==> config.mk <==
export PLATFORM = sky130hd
export DESIGN_NAME = mem_access_unit
export DESIGN_NICKNAME = d
export VERILOG_FILES = /design/src/rtl/mem_access_unit.sv
export SDC_FILE = /design/constraint.sdc
export NUM_CORES = 1
export LEC_CHECK = 0
export ABC_AREA = 1
export CAP_MARGIN = 20
export CORE_ASPECT_RATIO = 0.9
export CORE_UTILIZATION = 42
export CTS_BUF_LIST = sky130_fd_sc_hd__clkbuf_8
export CTS_CLUSTER_SIZE = 20
export DETAILED_ROUTE_END_ITERATION = 12
export PLACE_DENSITY = 0.79
export SLEW_MARGIN = 10
export SYNTH_ARGS = -nofsm -noshare
export SYNTH_HDL_FRONTEND = slang
export SYNTH_SLANG_ARGS = --single-unit
==> constraint.sdc <==
create_clock -name clk -period 9.9 [get_ports clk]
set_clock_uncertainty 0.1 [all_clocks]
set_input_delay 1.98 -clock clk [delete_from_list [all_inputs] [get_ports clk]]
set_output_delay 1.98 -clock clk [all_outputs]
set_load 0.1 [all_outputs]
==> src/rtl/mem_access_unit.sv <==
// Pipeline MEM stage: serializes loads/stores onto a req/ack data bus and
// drives the MEM/WB register, with misalignment and bus-timeout detection.
module mem_access_unit #(
  parameter int unsigned TIMEOUT = 15
) (
  input  logic        clk,
  input  logic        rst,
  input  logic [31:0] alu_result_EX_MEM,
  input  logic [31:0] rf_data2_EX_MEM,
  input  logic [31:0] instr_EX_MEM,
  input  logic        mem_en_EX_MEM,
  input  logic        mem_rd_wr_EX_MEM,
  input  logic [4:0]  rd_EX_MEM,
  input  logic        reg_write_EX_MEM,
  output logic        dmem_req,
  output logic        dmem_we,
  output logic [31:0] dmem_addr,
  output logic [31:0] dmem_wdata,
  output logic [3:0]  dmem_be,
  input  logic        dmem_ack,
  input  logic [31:0] dmem_rdata,
  output logic        stall_mem,
  output logic [31:0] wb_data_MEM_WB,
  output logic [4:0]  rd_MEM_WB,
  output logic        reg_write_MEM_WB,
  output logic        misalign_err,
  output logic        bus_err
);

  localparam int unsigned CW = (TIMEOUT > 1) ? $clog2(TIMEOUT) : 1;

  typedef enum logic {S_IDLE, S_WAIT} state_t;

  state_t        state, next_state;
  logic [CW-1:0] wait_cnt;
  logic [2:0]    func3, f3_q;
  logic [1:0]    off_q;
  logic [4:0]    rd_q;
  logic          rw_q;
  logic          illegal, start, timeout_hit;
  logic [31:0]   wdata_n, load_data, rdata_shift;
  logic [3:0]    be_n;
  logic [15:0]   rhalf;
  logic [7:0]    rbyte;
  logic          unused_instr_bits;

  assign func3             = instr_EX_MEM[14:12];
  assign unused_instr_bits = ^{instr_EX_MEM[31:15], instr_EX_MEM[11:0]};
  assign start             = mem_en_EX_MEM & ~illegal;
  // The counter holds the index of the current WAIT cycle, so the abort lands
  // in the TIMEOUT-th WAIT cycle.
  assign timeout_hit       = (TIMEOUT != 0) && (wait_cnt == CW'(TIMEOUT - 1));

  always_comb begin
    illegal = 1'b0;
    case (func3)
      3'b000:  illegal = 1'b0;
      3'b001:  illegal = alu_result_EX_MEM[0];
      3'b010:  illegal = |alu_result_EX_MEM[1:0];
      3'b100:  illegal = mem_rd_wr_EX_MEM;
      3'b101:  illegal = mem_rd_wr_EX_MEM | alu_result_EX_MEM[0];
      default: illegal = 1'b1;
    endcase
  end

  always_comb begin
    wdata_n = '0;
    be_n    = '1;
    if (mem_rd_wr_EX_MEM) begin
      case (func3[1:0])
        2'b00: begin
          wdata_n = {4{rf_data2_EX_MEM[7:0]}};
          be_n    = 4'b0001 << alu_result_EX_MEM[1:0];
        end
        2'b01: begin
          wdata_n = {2{rf_data2_EX_MEM[15:0]}};
          be_n    = alu_result_EX_MEM[1] ? 4'b1100 : 4'b0011;
        end
        default: begin
          wdata_n = rf_data2_EX_MEM;
          be_n    = '1;
        end
      endcase
    end
  end

  always_comb begin
    rdata_shift = dmem_rdata >> {off_q, 3'b000};
    rbyte       = rdata_shift[7:0];
    rhalf       = off_q[1] ? dmem_rdata[31:16] : dmem_rdata[15:0];
    case (f3_q)
      3'b000:  load_data = {{24{rbyte[7]}}, rbyte};
      3'b001:  load_data = {{16{rhalf[15]}}, rhalf};
      3'b100:  load_data = {24'h0, rbyte};
      3'b101:  load_data = {16'h0, rhalf};
      default: load_data = dmem_rdata;
    endcase
  end

  always_ff @(posedge clk or posedge rst) begin
    if (rst) state <= S_IDLE;
    else     state <= next_state;
  end

  always_comb begin
    next_state = state;
    stall_mem  = 1'b0;
    case (state)
      S_IDLE: if (start) begin
        next_state = S_WAIT;
        stall_mem  = 1'b1;
      end
      S_WAIT: if (dmem_ack || timeout_hit) next_state = S_IDLE;
              else                         stall_mem  = 1'b1;
    endcase
    if (rst) stall_mem = 1'b0;
  end

  always_ff @(posedge clk or posedge rst) begin
    if (rst) begin
      dmem_req         <= 1'b0;
      dmem_we          <= 1'b0;
      dmem_addr        <= '0;
      dmem_wdata       <= '0;
      dmem_be          <= '0;
      wb_data_MEM_WB   <= '0;
      rd_MEM_WB        <= '0;
      reg_write_MEM_WB <= 1'b0;
      misalign_err     <= 1'b0;
      bus_err          <= 1'b0;
      wait_cnt         <= '0;
      f3_q             <= '0;
      off_q            <= '0;
      rd_q             <= '0;
      rw_q             <= 1'b0;
    end else begin
      misalign_err <= 1'b0;
      bus_err      <= 1'b0;
      case (state)
        S_IDLE: begin
          if (!mem_en_EX_MEM) begin
            wb_data_MEM_WB   <= alu_result_EX_MEM;
            rd_MEM_WB        <= rd_EX_MEM;
            reg_write_MEM_WB <= reg_write_EX_MEM;
          end else if (illegal) begin
            wb_data_MEM_WB   <= '0;
            rd_MEM_WB        <= rd_EX_MEM;
            reg_write_MEM_WB <= 1'b0;
            misalign_err     <= 1'b1;
          end else begin
            dmem_req   <= 1'b1;
            dmem_we    <= mem_rd_wr_EX_MEM;
            dmem_addr  <= {alu_result_EX_MEM[31:2], 2'b00};
            dmem_wdata <= wdata_n;
            dmem_be    <= be_n;
            f3_q       <= func3;
            off_q      <= alu_result_EX_MEM[1:0];
            rd_q       <= rd_EX_MEM;
            rw_q       <= reg_write_EX_MEM;
            wait_cnt   <= '0;
          end
        end
        S_WAIT: begin
          if (dmem_ack) begin
            dmem_req  <= 1'b0;
            dmem_we   <= 1'b0;
            rd_MEM_WB <= rd_q;
            if (dmem_we) begin
              wb_data_MEM_WB   <= '0;
              reg_write_MEM_WB <= 1'b0;
            end else begin
              wb_data_MEM_WB   <= load_data;
              reg_write_MEM_WB <= rw_q;
            end
          end else if (timeout_hit) begin
            dmem_req         <= 1'b0;
            dmem_we          <= 1'b0;
            wb_data_MEM_WB   <= '0;
            rd_MEM_WB        <= rd_q;
            reg_write_MEM_WB <= 1'b0;
            bus_err          <= 1'b1;
          end else begin
            wait_cnt <= wait_cnt + 1'b1;
          end
        end
      endcase
    end
  end

endmodule

==> After elaboration in Yosys (flattened, before gate mapping) <==
Cells that the tools add are included.
{ "classes": {"mux": 47, "eq_ne": 15, "shifts": 2, "addsub": 1, "bitwise_logic": 4, "n_reduce_logical": 9} }
{ "op_table": {"columns": ["op", "count"], "rows": [
  ["$mux W32", 6],
  ["$pmux W32 S2", 2],
  ["$pmux W32 S4", 1],
  ["$shr A32 B5 Y8", 1],
  ["$mux W4", 6],
  ["$mux W5", 4],
  ["$mux W1", 19],
  ["$mux W16", 1],
  ["$pmux W4 S2", 2],
  ["$eq A3 B3 Y1 const B", 4],
  ["$pmux W5 S2", 1],
  ["$ne A2 B2 Y1 const B", 4],
  ["$pmux W1 S2", 4],
  ["$eq A3 B1 Y1 const B", 2],
  ["$logic_not A3 Y1", 2],
  ["$reduce_and A3 Y1", 2],
  ["$pmux W1 S5", 1],
  ["$add A4 B1 Y4 const B", 1],
  ["$eq A4 B4 Y1 const B", 1],
  ["$reduce_and A4 Y1", 1],
  ["$shl A1 B2 Y4 const A", 1],
  ["$eq A3 B2 Y1 const B", 1],
  ["$ne A3 B2 Y1 const B", 1],
  ["$ne A3 B3 Y1 const B", 1],
  ["other kinds (8)", 9]
]} }
{ "word_totals": {"register_bits": 124, "in_bits": 139, "wordCells": 94, "out_inout_bits": 111} }

==> Depth between registers and ports, before layout <==
{ "depth": {"depth_word": 7, "mapped_depth": 11} }

==> Least setup slack after synthesis <==
No wires, ideal clock.
{ "synth_path": {"path_type": "input-to-output", "start": "input port mem_rd_wr_EX_MEM", "end": "output port stall_mem", "cell_stages": 8, "required_ps": 7820, "path_buffers": 1, "slack_ps": 3921, "t_arrival_ps": 3899, "path_cell_list": "buf_2 -> nand2_1 -> nand2_1 -> nand2_1 -> nand3_4 -> nand2_2 -> inv_1 -> nor2_1"} }
{ "synth_via": {"elab_chain_len": 7} }
{ "synth_rtl": {"columns": ["item", "line_no", "text"], "rows": [
  ["start, declared", "12", "input logic mem_rd_wr_EX_MEM,"],
  ["$or A1 B1 Y1", "61", "3'b101: illegal = mem_rd_wr_EX_MEM | alu_result_EX_MEM[0];"],
  ["$pmux W1 S5 *", "56", "case (func3)"],
  ["$not A1 Y1 (no source line) *", null, null],
  ["$and A1 B1 Y1 *", "49", "assign start = mem_en_EX_MEM & ~illegal;"],
  ["$mux W1 *", "109", "S_IDLE: if (start) begin"],
  ["$pmux W1 S2 *", "108", "case (state)"],
  ["$mux W1 *", "116", "if (rst) stall_mem = 1'b0;"],
  ["end, declared", "22", "output logic stall_mem,"]
]} }
Every way passes the cells marked *; elsewhere a longest branch is shown, timed or not.

==> Worst setup path in the final report <==
{ "layout_path": {"start": "input port instr_EX_MEM[13]", "end": "output port stall_mem"} }
{ "layout_via": {"elab_chain_len": 7, "word_cells_on_any_way": 11} }
{ "layout_rtl": {"columns": ["item", "line_no", "text"], "rows": [
  ["start, declared", "10", "input logic [31:0] instr_EX_MEM,"],
  ["$eq A3 B3 Y1 (tied with other cells)", "56", null],
  ["$pmux W1 S5 *", "56", null],
  ["$not A1 Y1 (no source line) *", null, null],
  ["$and A1 B1 Y1 *", "49", null],
  ["$mux W1 *", "109", null],
  ["$pmux W1 S2 *", "108", null],
  ["$mux W1 *", "116", null]
]} }
Marked as above.

==> impl_metrics.csv <==
group,metric,value,unit
clock_network,htree_levels,4,
die,core_area,14000,um^2
worst_hold_path,min_path_cells,2,
synth,syn_area,6020,um^2
global_routing,grt-ovfl-total,0,
final_layout,nNetsFinal,1140,
timing,tightestPinTransition,1.02,ns
global_routing,antenna_found_initial,0,
timing,rsz0062_at_grt,"no",
worst_setup_path,rr_startpoint,"state$_DFF_PP0_",
timing,fmax,133,MHz
synth,yosys_warnings,0,
synth,netlist.area_leader.share,51.5,%
global_routing,grtUsageTotal,25.0,%
synth,syn-instance-count,799,
clock_network,cts_resized,0,
worst_setup_path,r2r_cells,8,
detailed_routing,ant_nets,0,
clock_network,cts_num_sinks,124,
die,die_h,116,um
die,num_io_pins,250,
clock_network,cts_max_path_buffers,2,
synth,synth_top_cell_by_area,"dfrtp_1",
run_status,status,"complete, no violations",
worst_setup_path,crit_slowest_cell,"clkdlybuf4s50_1",
synth,synthSimpleGateAreaFrac,31.3,%
worst_setup_path,path_class,"in -> out",
timing,tns,0,ns
global_routing,grt_pass1_vias,5528,
detailed_routing,post-route-drc-count,0,
synth,synthMuxAreaShare,0,%
synth,netlist_top_cells_count,"nand2_1 (355), dfrtp_1 (124), nor2_1 (59), o21ai_0 (52), nand3_1 (46)",
worst_hold_path,hold_path_end,"rd_MEM_WB[4]$_DFFE_PP0P_",
final_layout,multiInputGateArea,2500,um^2
synth,synth_compound_area_share,9.72,%
clock_network,cts_tree,"built",
pwr,p_per_area,259,nW/um^2
final_layout,drive_gt1_share,4.17,%
worst_setup_path,endpoint_kind,"primary output",
die,floorplan.initialDensity,43.0,%
synth,yosysMostFrequentCell,"nand2_1",
worst_setup_path,cp.required,7.82,ns
worst_setup_path,r2r_end,"dmem_be[2]$_DFFE_PP0P_",
timing,slew_headroom,31.8,%
worst_hold_path,hold_class,"reg -> reg",
synth,synth.area.top_cells,"dfrtp_1 (52%), nand2_1 (22%), o21ai_0 (4.3%)",
timing,finalCriticalPeriod,7.51,ns
detailed_routing,drtPass1Iterations,7,
clock_network,insertion_delay,0.45,ns
synth,ys_types,26,
timing,hold_viol,0,
final_layout,fin_cells,1201,
timing,holdWs,0.378,ns
pwr,leakage,4.13,nW
place,post-place-ws,2.35,ns
synth,ys_seq_elements,124,
detailed_routing,totalWireLength,17.6,mm
global_routing,grt_pass1_wl,28.4,mm
place,place.gp.congestion,0.835,
clock_network,cts_buffers,17,
synth,postSynth.asyncResetShare,100,%
place,placed_cells,1173,
synth,synth_xor_area_share,0,%
final_layout,final_util,61.1,%
worst_setup_path,path_max_fanout,41,
synth,synth_edf_count,0,
place,dpl.hpwl,12.6,mm
final_layout,n_fill_cell,1277,
global_routing,grt_max_degree,97,
timing,setup_viol,0,
timing,fin_crit_sh,75.9,%
detailed_routing,viasPerCell,4.86,
detailed_routing,wl_per_cell,14.7,um
final_layout,area_growth,42.0,%
detailed_routing,drt-initial-drc-count,407,
detailed_routing,num_vias,5837,
worst_hold_path,worstHoldStart,"rd_MEM_WB[4]$_DFFE_PP0P_",
worst_setup_path,slowest_delay,1.14,ns
synth,synth_top_family_by_area,"simple AND/OR/NAND/NOR gates",
pwr,vdd_ir_drop_max,152,uV
worst_setup_path,cp-start-kind,"input pin",
clock_network,hold_buffers,0,
timing,setup_ws,2.39,ns
synth,ys.flop_type,"dfrtp_1",
die,rows,41,
clock_network,cts_root_buffer,"clkbuf_8",
run,drv_cap,0,
place,port-buffer-count,218,
final_layout,seq_area,3100,um^2
die,die_w,128,um
die,die_area,14800,um^2
timing,maxSlewViolCount,0,
synth,yosys.area_share.adder,0.415,%
worst_setup_path,path_cells,"clkdlybuf4s50_1 -> inv_2 -> nand2_1 -> nand2_1 -> nand3_4 -> nand2_2 -> inv_1 -> nor2_1 -> clkdlybuf4s50_1",
synth,ys_seq_area_share,51.5,%
clock_network,clk_pin_slew,0.06,ns
worst_setup_path,reg2reg_slack,7.05,ns
worst_setup_path,arrival,5.43,ns
final_layout,diodes,0,
synth,avgSynthCellArea,7.54,um^2
clock_network,post-cts-setup-buffer-count,0,
cell type report:
type / instances / share of cell area (%)
flip-flops and latches: 124 / 36.3
well taps: 193 / 2.82
clock inverters: 8 / 0.395
clock buffers: 20 / 3.22
repair buffers: 222 / 25.9
inverters: 48 / 2.14
multi-input cells: 586 / 29.3
worst max-delay path: cells and delay by family:
kind	cells	cell delay, ns
AND/OR/NAND/NOR	5	1.11
buffers and inverters	4	2.33
sequential cells by signal, summed over array words and instances (netlist names), 2 cells and up:
name,flops
dmem_wdata,32
wb_data_MEM_WB,32
dmem_addr,30
rd_MEM_WB,5
rd_q,5
dmem_be,4
wait_cnt,4
f3_q,3
off_q,2
layer usage:
layer | part of all wire (%) | GRT usage, % | wire length (um) | vias to the layer above
met1 | 44 | 34.1 | 7840 | 2684
met3 | 9.4 | 8.77 | 1650 | 24
met2 | 45 | 37.2 | 7860 | 222
met5 | 0 | 0 | 0 | -
li1 | - | - | - | 2907
met4 | 1.6 | 8.47 | 274 | 0
placed cells by master, fill, tap and decap left out:
| master | count |
|---|---|
| nand2_1 | 355 |
| clkdlybuf4s50_1 | 218 |
| dfrtp_1 | 124 |
| nor2_1 | 58 |
| o21ai_0 | 52 |
| inv_1 | 47 |
| nand3_1 | 46 |
| o21ai_1 | 25 |
| clkbuf_8 | 20 |
| a21oi_1 | 19 |
| o211ai_1 | 14 |
| inv_2 | 5 |
| buf_4 | 4 |
| nand2_2 | 3 |
| clkinv_2 | 3 |
| nor2_4 | 2 |
| nand4_1 | 2 |
| ha_1 | 2 |
| conb_1 | 2 |
| nand3_4 | 1 |
| or2_2 | 1 |
| nor3_1 | 1 |
| inv_4 | 1 |
| nor2_2 | 1 |
| nand3_2 | 1 |
| nor3b_1 | 1 |
cell families after synthesis:
logic type	Yosys count
AOI/OAI and AO/OA	110
other	1
DFF	124
buffers and inverters	90
and+or+nand+nor	472
adders and majority gates	2
per-stage QoR:
step	area, um^2	power, W
finish	8550	0.00221
CTS	8550	0.00222
global route	8550	0.00232
global placement	8240	0.00184
floorplan	6030	0.00155
detailed placement	8240	0.00185
worst max-delay path by stage:
stage / start / endpoint / cells past startpoint
floorplan: mem_rd_wr_EX_MEM / stall_mem / 8
global placement: instr_EX_MEM[13] / stall_mem / 9
detailed placement: instr_EX_MEM[13] / stall_mem / 9
CTS: instr_EX_MEM[13] / stall_mem / 9
global route: instr_EX_MEM[13] / stall_mem / 9
finish: instr_EX_MEM[13] / stall_mem / 9
where the power goes:
| part | leakage, nW | internal, W | switching [W] | total, W |
|---|---|---|---|---|
| combinational | 2.37 | 0.000264 | 0.000891 | 0.00115 |
| sequential | 1.58 | 0.000610 | 0.0000769 | 0.000687 |
| clock | 0.182 | 0.000181 | 0.000189 | 0.000370 |
| total | 4.13 | 0.00106 | 0.00116 | 0.00221 |
Power figures use the tool's default switching activity.
==> variant 1 (same flow settings) <==
Change the parameter `TIMEOUT` from 15 to 30.
--- a/src/rtl/mem_access_unit.sv
+++ b/src/rtl/mem_access_unit.sv
@@ -1,7 +1,7 @@
 // Pipeline MEM stage: serializes loads/stores onto a req/ack data bus and
 // drives the MEM/WB register, with misalignment and bus-timeout detection.
 module mem_access_unit #(
-  parameter int unsigned TIMEOUT = 15
+  parameter int unsigned TIMEOUT = 30
 ) (
   input  logic        clk,
   input  logic        rst,
Behaviour: no difference found for any inputs over 4 cycles, from zero or initial values and one cycle with rst high; that may be too few to reach the edited logic, so the function may still have changed.
==> variant 1 against the original RTL <==
  * Design area grew 2.2%
  * Worst setup slack lost 0.024 ns
  * Critical path depth is the same
  * Die area grew 1.9%
  * Area after synthesis grew 2.0%
  * Sequential power shrank 0.9%
  * Register-to-register slack lost 0.05 ns
  * Sequential cell count grew 1
  * Power grew 4.8%
  * Routed wire length grew 3.1%
  * Global-route usage grew 0.30 points
  * Largest power group unchanged
==> variant 1: results (changes against the original RTL) <==
- Status: finished clean (unchanged)
- Post-synthesis xor/xnor area fraction: 0.00428 (was 0)
- Placed instance count: 1163 (was 1173)
- Commonest cells in the synthesized netlist: nand2_1 (342), dfrtp_1 (125), nand3_1 (60) (was nand2_1 (355), dfrtp_1 (124), nor2_1 (59))
- Cell variety after synth: 29 (was 26)
- Met1 Use GR: 0.354 (was 0.341)
- CP Max Fanout: 50 (was 41)
- Nets@finish: 1130 (was 1140)
- Seq area share: 0.358 (was 0.363)
- Met3 Use GR: 0.0641 (was 0.0877)
- Grt met2 use: 0.387 (was 0.372)
- First-pass GRT wire length: 29.2 mm (was 28.4 mm)
- Tot GR Track Use: 0.253 (was 0.250)
- Design area: 8740 sq um (was 8550 sq um)
- Pleak: 4.20 nW (was 4.13 nW)
- Layout clock area frac: 0.0456 (was 0.0361)
- Sequential power: 0.681 mW (was 0.687 mW)
- Met2 WL: 8.26 mm (was 7.86 mm)
- #MultiIn Comb: 567 (was 586)
- Final core occ: 0.618 (was 0.611)
- Fillers: 1298 (was 1277)
- Detailed placer's ending HPWL: 12.8 mm (was 12.6 mm)
- Switching power: 1.17 mW (was 1.16 mW)
- Share of layout cells above drive strength 1: 0.0500 (was 0.0417)
- Invs w/o clock: 56 (was 48)
- Mux contribution to synthesized area: 0.00815 (was 0)
- Met3 Wirelength: 1.04 mm (was 1.65 mm)
- Worst VDD drop: 0.158 mV (was 0.152 mV)
- Buffering overhead: 0.253 (was 0.259)
- Pre-CTS WS: 2.36 ns (was 2.35 ns)
- Synth area leaders: dfrtp_1 (51%), nand2_1 (21%), nand3_1 (4.9%) (was dfrtp_1 (52%), nand2_1 (22%), o21ai_0 (4.3%))
- First-pass DRT Iterations: 5 (was 7)
- Pwr/cell area: 265 nW/um^2 (was 259 nW/um^2)
- TritonCTS Sinks: 125 (was 124)
- Worst relative slew slack: 0.307 (was 0.318)
- Via count: 5801 (was 5837)
- Routability Congestion: 0.851 (was 0.835)
- Sequential cell area fraction in the yosys report: 0.509 (was 0.515)
- Worst EP arrival: 5.46 ns (was 5.43 ns)
==> variant 1: cell count changes in the layout (fill, tap and decap cells not counted), sizes merged, moves of 3 or more <==
cell	change
mux2i	+5
xor2	+3
inv	+6
o221a	+4
o211ai	+13
nand2	-13
nor2	-29
bufinv	+3
nand3	+13
o21ai	-34
a21oi	+19
==> variant 1: final timing paths <==
path                                             from                         end  slack [ns]  depth (start not counted)
max                                  mem_rd_wr_EX_MEM                   stall_mem        2.36                          9
min                        dmem_wdata[26]$_DFFE_PP0P_  dmem_wdata[26]$_DFFE_PP0P_        0.38                          2
max reg2reg                           state$_DFF_PP0_         f3_q[0]$_DFFE_PP0P_        7.00                          6
min reg2reg                dmem_wdata[26]$_DFFE_PP0P_  dmem_wdata[26]$_DFFE_PP0P_        0.38                          2
max in group asynchronous                         rst             state$_DFF_PP0_        6.51                          3
min in group asynchronous                         rst         rd_q[2]$_DFFE_PP0P_        1.90                          2
==> variant 2 (same flow settings) <==
Without the edit above. Reset style: synchronous (`rst`), changed in 2 clocked blocks.
--- a/src/rtl/mem_access_unit.sv
+++ b/src/rtl/mem_access_unit.sv
@@ -97,7 +97,7 @@
     endcase
   end
 
-  always_ff @(posedge clk or posedge rst) begin
+  always_ff @(posedge clk) begin
     if (rst) state <= S_IDLE;
     else     state <= next_state;
   end
@@ -116,7 +116,7 @@
     if (rst) stall_mem = 1'b0;
   end
 
-  always_ff @(posedge clk or posedge rst) begin
+  always_ff @(posedge clk) begin
     if (rst) begin
       dmem_req         <= 1'b0;
       dmem_we          <= 1'b0;
Formal check against the unedited RTL: differs if rst is asserted again (counterexample within 4 cycles, from zero or initial values and one cycle with rst high); with rst held inactive, the same outputs for 4 cycles.
==> variant 2 against the original RTL <==
  * Routed wire length rose by 15%
  * Synthesized cell count is 20% higher
  * Utilization is 0.53 points higher
  * Area after synthesis is 2.7% higher
  * Largest cell class is now multi-input gates
  * Sequential cell count unchanged
  * Highest routed layer unchanged
  * Worst setup slack gained 0.29 ns
  * Design area is 2.3% higher
Power is not compared: it rests on default switching activity, and its combinational part moved more than twofold at a synthesized area within 25%.
==> variant 2: results (changes against the original RTL) <==
- Routed wire per std cell: 15.1 microns (was 14.7 microns)
- Synth warn: 0 (unchanged)
- Mapped Cells: 955 (was 799)
- H-Tree Depth: 4 (unchanged)
- Nets@finish: 1276 (was 1140)
- Post-Route M1 WL: 9.30 mm (was 7.84 mm)
- Met3 Wirelength: 1.57 mm (was 1.65 mm)
- First-pass GRT wire length: 31.0 mm (was 28.4 mm)
- Worst Setup Slack, final: 2.68 ns (was 2.39 ns)
- Initial antenna violation count: 0 (unchanged)
- Synth area leaders: dfxtp_1 (40%), nand2_1 (18%), a21oi_1 (8.7%) (was dfrtp_1 (52%), nand2_1 (22%), o21ai_0 (4.3%))
- Root Driver: clkbuf_8 (unchanged)
- CP delay by family, top: simple AND/OR/NAND/NOR gates (was buffers and inverters)
- Worst VDD drop: 0.0996 mV
- Via/cell ratio: 5.01 (was 4.86)
- Slowest stage delay, CP: 0.93 ns (was 1.14 ns)
- Commonest cells in the synthesized netlist: nand2_1 (296), nor2_1 (130), dfxtp_1 (124) (was nand2_1 (355), dfrtp_1 (124), nor2_1 (59))
- CP Max Fanout: 90 (was 41)
- Tot GR Track Use: 0.270 (was 0.250)
- Routed WL: 20.3 mm (was 17.6 mm)
- CTS Buffer Depth: 2 (unchanged)
- Cell variety after synth: 32 (was 26)
- Initial DRC count: 539 (was 407)
- Sequential cell area fraction in the yosys report: 0.401 (was 0.515)
- Slowest CP cell: clkdlybuf4s50_1 (unchanged)
- R2R Setup Slk: 6.75 ns (was 7.05 ns)
- Worst EP arrival: 5.14 ns (was 5.43 ns)
- Largest net degree at the start of global routing: 91 (was 97)
- TritonCTS buffer count: 17 (unchanged)
- Async set-reset flop share out of synthesis: 0 (was 1.00)
- Worst relative slew slack: 0.306 (was 0.318)
- Pleak: 3.56 nW
- First-pass DRT Iterations: 7 (unchanged)
- Resized Gates After CTS: 0 (unchanged)
- Detailed placer's ending HPWL: 13.8 mm (was 12.6 mm)
- Share of layout cells above drive strength 1: 0.0514 (was 0.0417)
- Post-synth top area share: 0.401 (was 0.515)
- Routability Congestion: 0.839 (was 0.835)
- Status: finished clean (unchanged)
- Number of global-route vias before repair: 5918 (was 5528)
- Met2 WL: 9.03 mm (was 7.86 mm)
- Worst-Skew Late Latency: 0.46 ns
variant 2: changes by cell type after synthesis, sizes merged, moves of 5 or more:
cell / change
clkbuf: +14
a21oi: +97
buf: +8
nand2: -58
dfrtp: -124
o211ai: -13
nor2: +70
a211oi: +5
o31ai: +12
inv: +27
nand3: -12
dfxtp: +124
variant 2: final cells by class:
cell class	count	area, sq um
Fill cell	1345	5460
Multi-Input combinational cell	692	3070
Sequential cell	124	2480
Timing Repair Buffer	224	2230
Inverter	76	287
Clock buffer	20	275
Tap cell	193	241
Clock inverter	12	171
variant 2: path summary, 6_finish.rpt:
kind                           from                       to  depth (start not counted)
hold reg to reg   rw_q$_SDFFE_PP0P_        rw_q$_SDFFE_PP0P_                          2
hold / removal    rw_q$_SDFFE_PP0P_        rw_q$_SDFFE_PP0P_                          2
setup / recovery   mem_rd_wr_EX_MEM                stall_mem                          9
setup reg to reg      state$_DFF_P_  dmem_be[3]$_SDFFE_PP0P_                          6
variant 2: routing by layer:
metal | vias to the layer above | GRT usage
met5 | - | 0
met4 | 0 | 0.0961
met3 | 29 | 0.0741
met2 | 236 | 0.401
met1 | 3052 | 0.376
li1 | 3402 | -
variant 2: power groups by stage:
stage	sequential (mW)	clock [mW]	combinational [mW]
final	0.546	0.504	0.452
after global routing	0.548	0.534	0.480
after CTS	0.547	0.509	0.449
after detailed placement	0.558	0	0.447
after global placement	0.557	0	0.445
after floorplan	0.736	0	0.142
variant 2: metrics by stage:
step / instance area [sq um] / power (mW) / hold slack [ns]
after floorplan: 6190 / 0.879 / 0.325
after global placement: 8290 / 1.00 / 0.337
after detailed placement: 8290 / 1.00 / 0.340
after CTS: 8740 / 1.50 / 0.351
after global routing: 8750 / 1.56 / 0.377
final: 8750 / 1.50 / 0.353
variant 2: cell families (layout without fill, tap and decap cells):
kind of cell	count (synthesis)	in the layout	share of synthesized area
and+or+nand+nor	473	473	0.301
AOI/OAI and AO/OA	214	214	0.188
buffers and inverters	140	332	0.103
DFF	124	124	0.401
adders and majority gates	2	2	0.00404
other	1	2	0.000606
xor gates and xnor gates	1	1	0.00142
variant 2: tightest hold or removal path: cells and delay by family, from the launching register on:
family | cells | cell delay (ns)
buf+inv | 1 | 0.06
flops | 1 | 0.30
compound gates | 1 | 0.05
